File: config.mk
export PLATFORM = sky130hd
export DESIGN_NAME = seven_segment_reader
export DESIGN_NICKNAME = d
export VERILOG_FILES = /design/src/rtl/seven_segment_reader.sv
export SDC_FILE = /design/constraint.sdc
export NUM_CORES = 1
export LEC_CHECK = 0
export CAP_MARGIN = 20
export CORE_ASPECT_RATIO = 0.7
export CORE_MARGIN = 3
export CORE_UTILIZATION = 51
export CTS_CLUSTER_DIAMETER = 80
export CTS_CLUSTER_SIZE = 28
export DETAILED_ROUTE_END_ITERATION = 8
export HOLD_SLACK_MARGIN = 0.06
export PLACE_DENSITY = 0.79
export SLEW_MARGIN = 20
export SYNTH_ARGS = -nofsm -noshare
export SYNTH_HDL_FRONTEND = slang
export SYNTH_SLANG_ARGS = --single-unit
File: constraint.sdc
create_clock -name clk -period 3.1 [get_ports clk]
set_input_delay 0.31 -clock clk [delete_from_list [all_inputs] [get_ports clk]]
set_output_delay 0.31 -clock clk [all_outputs]
set_load 0.02 [all_outputs]
File: src/rtl/seven_segment_reader.sv
// -----------------------------------------------------------------------------
// seven_segment_reader
//
// Recovers a two-digit decimal number from a multiplexed seven-segment display
// that is driven asynchronously to clk. The {digit,segments} lines are
// synchronized and must be stable for STABLE_CYCLES cycles before one sample
// is taken. A units sample and a tens sample, in either order, make a complete
// reading. The reading is then published on tens/units/value with a one-cycle
// valid pulse.
//
// Optional feature macro: SEG_READER_ERR_EN
//   When defined, the err port exists. A stable pattern that cannot be decoded
//   pulses err and drops any held digit. When undefined, such patterns are
//   ignored and the held digit is kept.
//
// Parameters
//   STABLE_CYCLES  cycles of unchanged synchronized input before a sample is
//                  taken (2..255)
//
// Ports
//   clk       in   system clock, all state on the rising edge
//   reset     in   synchronous, active-high reset
//   segments  in   [6:0] segment lines, active-high, bit0=a .. bit6=g (async)
//   digit     in   digit select, 0 = units shown, 1 = tens shown (async)
//   tens      out  [3:0] last published tens digit (BCD)
//   units     out  [3:0] last published units digit (BCD)
//   value     out  [6:0] tens*10+units
//   valid     out  one-cycle pulse when tens/units/value are updated
//   err       out  one-cycle pulse on a stable undecodable pattern (macro only)
// -----------------------------------------------------------------------------
module seven_segment_reader #(
    parameter int unsigned STABLE_CYCLES = 4
) (
    input  logic       clk,
    input  logic       reset,
    input  logic [6:0] segments,
    input  logic       digit,
    output logic [3:0] tens,
    output logic [3:0] units,
    output logic [6:0] value,
`ifdef SEG_READER_ERR_EN
    output logic       valid,
    output logic       err
`else
    output logic       valid
`endif
);

    localparam int unsigned CNT_W = $clog2(STABLE_CYCLES + 1);
    localparam logic [CNT_W-1:0] CNT_MAX  = CNT_W'(STABLE_CYCLES);
    localparam logic [CNT_W-1:0] CNT_FIRE = CNT_W'(STABLE_CYCLES - 1);

    typedef enum logic [1:0] {
        IDLE   = 2'd0,
        HAVE_U = 2'd1,
        HAVE_T = 2'd2
    } state_e;

    // Returns {ok, bcd}. ok is low for every pattern outside the ten digits.
    function automatic logic [4:0] decode_seg(input logic [6:0] seg);
        case (seg)
            7'h3F:   decode_seg = {1'b1, 4'd0};
            7'h06:   decode_seg = {1'b1, 4'd1};
            7'h5B:   decode_seg = {1'b1, 4'd2};
            7'h4F:   decode_seg = {1'b1, 4'd3};
            7'h66:   decode_seg = {1'b1, 4'd4};
            7'h6D:   decode_seg = {1'b1, 4'd5};
            7'h7D:   decode_seg = {1'b1, 4'd6};
            7'h07:   decode_seg = {1'b1, 4'd7};
            7'h7F:   decode_seg = {1'b1, 4'd8};
            7'h6F:   decode_seg = {1'b1, 4'd9};
            default: decode_seg = {1'b0, 4'd0};
        endcase
    endfunction

    // Widen before the multiply so 9*10+9 = 99 fits without truncation.
    function automatic logic [6:0] bcd_to_bin(input logic [3:0] t,
                                              input logic [3:0] u);
        bcd_to_bin = ({3'b000, t} * 7'd10) + {3'b000, u};
    endfunction

    // ---------------------------------------------------------------------
    // Two-flop synchronizer plus one previous-cycle copy for change detect.
    // Bit 7 is digit, bits 6:0 are segments.
    // ---------------------------------------------------------------------
    logic [7:0] meta_q;
    logic [7:0] sync_q;
    logic [7:0] prev_q;

    // NOTE: sequential state uses non-blocking assignments so every flop
    // samples the value from before the edge, which keeps the chain a true
    // shift register.
    always_ff @(posedge clk) begin
        if (reset) begin
            meta_q <= '0;
            sync_q <= '0;
            prev_q <= '0;
        end else begin
            meta_q <= {digit, segments};
            sync_q <= meta_q;
            prev_q <= sync_q;
        end
    end

    logic changed;
    assign changed = (sync_q != prev_q);

    // ---------------------------------------------------------------------
    // Stability counter. It saturates at STABLE_CYCLES, so it passes
    // STABLE_CYCLES-1 only once per stable period. That gives one sample.
    // ---------------------------------------------------------------------
    logic [CNT_W-1:0] cnt_q;
    logic [CNT_W-1:0] cnt_d;

    // NOTE: cnt_d gets a default before any branch. Without it, a path that
    // does not assign it would infer a latch.
    always_comb begin
        cnt_d = cnt_q;
        if (changed) begin
            cnt_d = '0;
        end else if (cnt_q != CNT_MAX) begin
            cnt_d = cnt_q + 1'b1;
        end
    end

    always_ff @(posedge clk) begin
        if (reset) begin
            cnt_q <= '0;
        end else begin
            cnt_q <= cnt_d;
        end
    end

    logic       sample;
    logic       sample_digit;
    logic       seg_ok;
    logic [3:0] seg_bcd;

    assign sample            = !changed && (cnt_q == CNT_FIRE);
    assign sample_digit      = sync_q[7];
    assign {seg_ok, seg_bcd} = decode_seg(sync_q[6:0]);

    // ---------------------------------------------------------------------
    // Assembly FSM with registered outputs.
    // ---------------------------------------------------------------------
    state_e     state_q;
    logic [3:0] held_u_q;
    logic [3:0] held_t_q;
    logic [3:0] tens_q;
    logic [3:0] units_q;
    logic [6:0] value_q;
    logic       valid_q;
    logic       err_q;

    always_ff @(posedge clk) begin
        if (reset) begin
            // NOTE: the held digits are cleared here as well as the state.
            // A reset in the middle of a capture then cannot complete a
            // stale pair later.
            state_q  <= IDLE;
            held_u_q <= '0;
            held_t_q <= '0;
            tens_q   <= '0;
            units_q  <= '0;
            value_q  <= '0;
            valid_q  <= 1'b0;
            err_q    <= 1'b0;
        end else begin
            valid_q <= 1'b0;
            err_q   <= 1'b0;
            if (sample && seg_ok) begin
                case (state_q)
                    IDLE: begin
                        if (sample_digit) begin
                            held_t_q <= seg_bcd;
                            state_q  <= HAVE_T;
                        end else begin
                            held_u_q <= seg_bcd;
                            state_q  <= HAVE_U;
                        end
                    end
                    HAVE_U: begin
                        if (sample_digit) begin
                            tens_q  <= seg_bcd;
                            units_q <= held_u_q;
                            value_q <= bcd_to_bin(seg_bcd, held_u_q);
                            valid_q <= 1'b1;
                            state_q <= IDLE;
                        end else begin
                            held_u_q <= seg_bcd;
                        end
                    end
                    HAVE_T: begin
                        if (!sample_digit) begin
                            tens_q  <= held_t_q;
                            units_q <= seg_bcd;
                            value_q <= bcd_to_bin(held_t_q, seg_bcd);
                            valid_q <= 1'b1;
                            state_q <= IDLE;
                        end else begin
                            held_t_q <= seg_bcd;
                        end
                    end
                    default: state_q <= IDLE;
                endcase
`ifdef SEG_READER_ERR_EN
            end else if (sample && !seg_ok) begin
                // A garbage stable pattern drops any partial reading.
                err_q   <= 1'b1;
                state_q <= IDLE;
`endif
            end
        end
    end

    assign tens  = tens_q;
    assign units = units_q;
    assign value = value_q;
    assign valid = valid_q;

`ifdef SEG_READER_ERR_EN
    assign err = err_q;
`else
    // Without the error option err_q is never set and is left unconnected.
    logic unused_err;
    assign unused_err = err_q;
`endif

endmodule

==> summary.md <==
The flow ran to the end, and the final reports show no timing, DRC or antenna violations. Yosys printed 0 warnings. In this run the cell area of the synthesized design comes to 2680 um^2. The clock reaches the later pin of the worst-skew pair after 0.31 ns. The die is 66.7 um tall. In the synthesized netlist, the number of instances is 276. The clock passes through at most 2 buffers. Critical path class: reg -> reg. The tools report the largest voltage drop on the vdd net as 0.000230 V.

Setup violations remaining at the end of the flow were counted as 0. The logs give 0.270 mW for the total net switching power and 64.3% for the final core utilization. Routability-driven placement finished with a final weighted congestion of 0.848.

Across every metal layer, demand over resource in global routing totals 17.5%. STA classifies the critical path endpoint as a flop. The post-layout net count came out at 334. Ranked by total cell area, the synthesized netlist is headed by sky130_fd_sc_hd__dfxtp_1 39%, sky130_fd_sc_hd__ha_1 7.0%, sky130_fd_sc_hd__nor2b_1 6.1%.

Summed over all failing endpoints, the final setup total negative slack is 0 ns. In this run, flip-flops and latches consume 55.2% of the power. Internal power comes to 0.980 mW. CTS saw 52 sinks. Counting flops and latches in the post-synthesis netlist gives 52. The logs give 0.336 GHz for the achievable clock frequency and 0 for the number of slew-limit violations in the final report. The logs give 8540 um for the global-route wire length before repair and 1836 for the number of global-route vias before repair.

The proportion of register bits with asynchronous set or reset after synthesis is 0%. The number of different library cells used by synthesis comes to 44. The total power came out at 1.25 mW. CTS placed an instance of sky130_fd_sc_hd__clkbuf_8 at the clock tree root. The clock network accounts for 39.2% of the total power. The worst path uses 96.0% of the clock period. Relative to the synthesized area, the layout overhead comes to 17.7%. The data arrival time of the critical path was 3.21 ns. The pre-antenna-repair detailed-routing pass consisted of 4 iterations. Dividing total power by cell area gives a power density of 396 nW/um^2. The top flip-flop cell by instance count after synthesis was sky130_fd_sc_hd__dfxtp_1. The total global routing overflow is 0. Subtracting the final worst setup slack from the clock period gives 2.98 ns. The core region is 4910 um^2. Clock-pin slew was measured on the worst setup and hold paths at 0.09 ns.

Cell leakage power: 1.20 nW. The die covers 6180 um^2. The synthesized design contains 0 enable-type register cells. In this run the worst hold path is classified as reg -> reg. For the number of nets produced by synthesis, the log shows 305. The number of cell rows is 21, and the maximum net fanout on the critical path is 4. The number of max-cap violations is 0, and the fraction of final layout cells sized beyond drive strength 1 is 15.7%. The most common cell in the synthesized netlist is sky130_fd_sc_hd__dfxtp_1. For the initial antenna violation count, the log shows 0.

After detailed routing, the average wire length per cell comes to 13.5 um. The worst clock skew is 0.00621 ns, and the area fraction of the dominant cell type after synthesis is 38.8%. The repair_antennas step left the layout with diodes totalling 0. The logs give 0 for the count of nets left with antenna violations after detail routing and 0 for the number of buffers inserted by hold repair at cts. The via count normalized by instance count is 5.10, and the post-synthesis sequential area ratio is 38.8%. The floorplan step set the die width to 92.7 um. The transition time at the pin with the least slew margin came out at 0.589 ns. The final layout contains routed wiring with a total length of 5070 um. In the synthesized netlist, the cells that appear most often are 52 x sky130_fd_sc_hd__dfxtp_1, 38 x sky130_fd_sc_hd__nor2_1, 26 x sky130_fd_sc_hd__nor2b_1, 15 x sky130_fd_sc_hd__ha_1, 15 x sky130_fd_sc_hd__inv_1. The tools report the via count as 1913.

The switching portion of total power is 21.6%. Sort of element at the start of the critical path: a flop. Headroom to the max-slew limit came out at 60.8%.

The tools report the number of levels the H-tree was split into as 2. After detailed routing, the number of remaining DRC violations is 0. For this configuration, the core starts out at a cell density of 54.6%.

The run gives 5.6% as the fraction of power consumed by combinational cells. The total count of hold-check failures in the final report is 0, and the per-instance average area after synthesis is 9.72 um^2. TritonCTS built the clock tree. The count of input and output buffers was 25.

The logs give 3700 um for the detailed placer's ending HPWL and 26 for the boundary pin count. sky130_fd_sc_hd__dfxtp_1 takes more of the synthesized area than any other cell. The pin count of the biggest net entering global routing was 32; the violation count after the first detailed-route iteration was 77. The tools report the number of buffers inserted during clock tree synthesis as 5. Worst path required time: 3.33 ns.
[critical path, cell delays in order, from the launching register on]
cell and delay [ns]:
sky130_fd_sc_hd__dfxtp_2 0.35, sky130_fd_sc_hd__or4b_4 0.54, sky130_fd_sc_hd__o21ai_2 0.07, sky130_fd_sc_hd__a32oi_1 0.13, sky130_fd_sc_hd__inv_1 0.13, sky130_fd_sc_hd__ha_1 0.24, sky130_fd_sc_hd__ha_1 0.20, sky130_fd_sc_hd__inv_1 0.08
sky130_fd_sc_hd__fa_1 0.46, sky130_fd_sc_hd__nor3b_2 0.24, sky130_fd_sc_hd__xnor2_1 0.15, sky130_fd_sc_hd__a21oi_1 0.10, sky130_fd_sc_hd__a211oi_2 0.21
[cell usage in the layout (no fill, tap or decap), drive strengths merged, types with 10 or more instances in the layout]
cell and instances:
a211oi 14, a21oi 16, buf 15, clkdlybuf4s50 24, dfxtp 52, ha 15
inv 15, mux2i 14, nor2 38, nor2b 26, o21ai 10, xor2 12
[kinds of logic after synthesis]
group,Yosys count,synth area share [%]
compound gates,48,15.7
xor+xnor,19,6.20
flops,52,38.8
mux,14,5.22
simple gates,92,18.3
fa+ha+maj,19,9.98
buf+inv,32,5.78
[metrics by stage]
stage	hold WS [ns]	setup WS (ns)	cell area, um^2	instances
2_1_floorplan	0.414	0.0104	2680	276
3_3_place_gp	0.423	0.205	3010	366
3_5_place_dp	0.423	0.0731	3010	366
4_1_cts	0.446	0.0138	3130	374
5_1_grt	0.460	-0.0706	3160	375
6_report	0.442	0.125	3160	375
[registers in the layout (all words and copies together) (netlist names)]
name and cells:
cnt_q 3, value 6, held_t_q 4, held_u_q 4, units 4, meta_q 8, prev_q 8, sync_q 8
tens 4, valid 1, state_q 2
[area by class of cell]
class	count	area [um^2]
Sequential cell	52	1040
Tap cell	69	86.3
Fill cell	421	1760
Clock inverter	2	38.8
Multi-Input combinational cell	192	1500
Inverter	15	56.3
Clock buffer	6	82.6
Timing Repair Buffer	39	350
[layer usage]
metal	global-route usage, %	share of wire (%)
met1	25.4	53
met2	26.6	43
met3	3.39	3.9
met4	4.39	0.79
met5	0	0
[power by group through the flow]
stage                     Sequential [mW]  Clock, mW  Combinational, mW
final                               0.690      0.490             0.0700
after CTS                           0.690      0.497             0.0701
after detailed placement            0.705          0             0.0697
after global routing                0.692      0.525             0.0785
after global placement              0.705          0             0.0691
after floorplan                     0.701          0             0.0509
[worst paths after layout]
check                            start               endpoint  slack (ns)  depth (start not counted)
setup / recovery  sync_q[4]$_SDFF_PP0_  value[6]$_SDFFE_PP0P_        0.12                         12
hold / removal    meta_q[4]$_SDFF_PP0_   sync_q[4]$_SDFF_PP0_        0.44                          1
setup reg to reg  sync_q[4]$_SDFF_PP0_  value[6]$_SDFFE_PP0P_        0.12                         12
hold reg to reg   meta_q[4]$_SDFF_PP0_   sync_q[4]$_SDFF_PP0_        0.44                          1
[timing repair]
action	in CTS	in global routing
setup endpoints to repair	0	1
resized for setup	0	5
buffers inserted	0	1
endpoints found under the hold margin	0	0
Note: power is estimated with default switching activity, not from simulation.
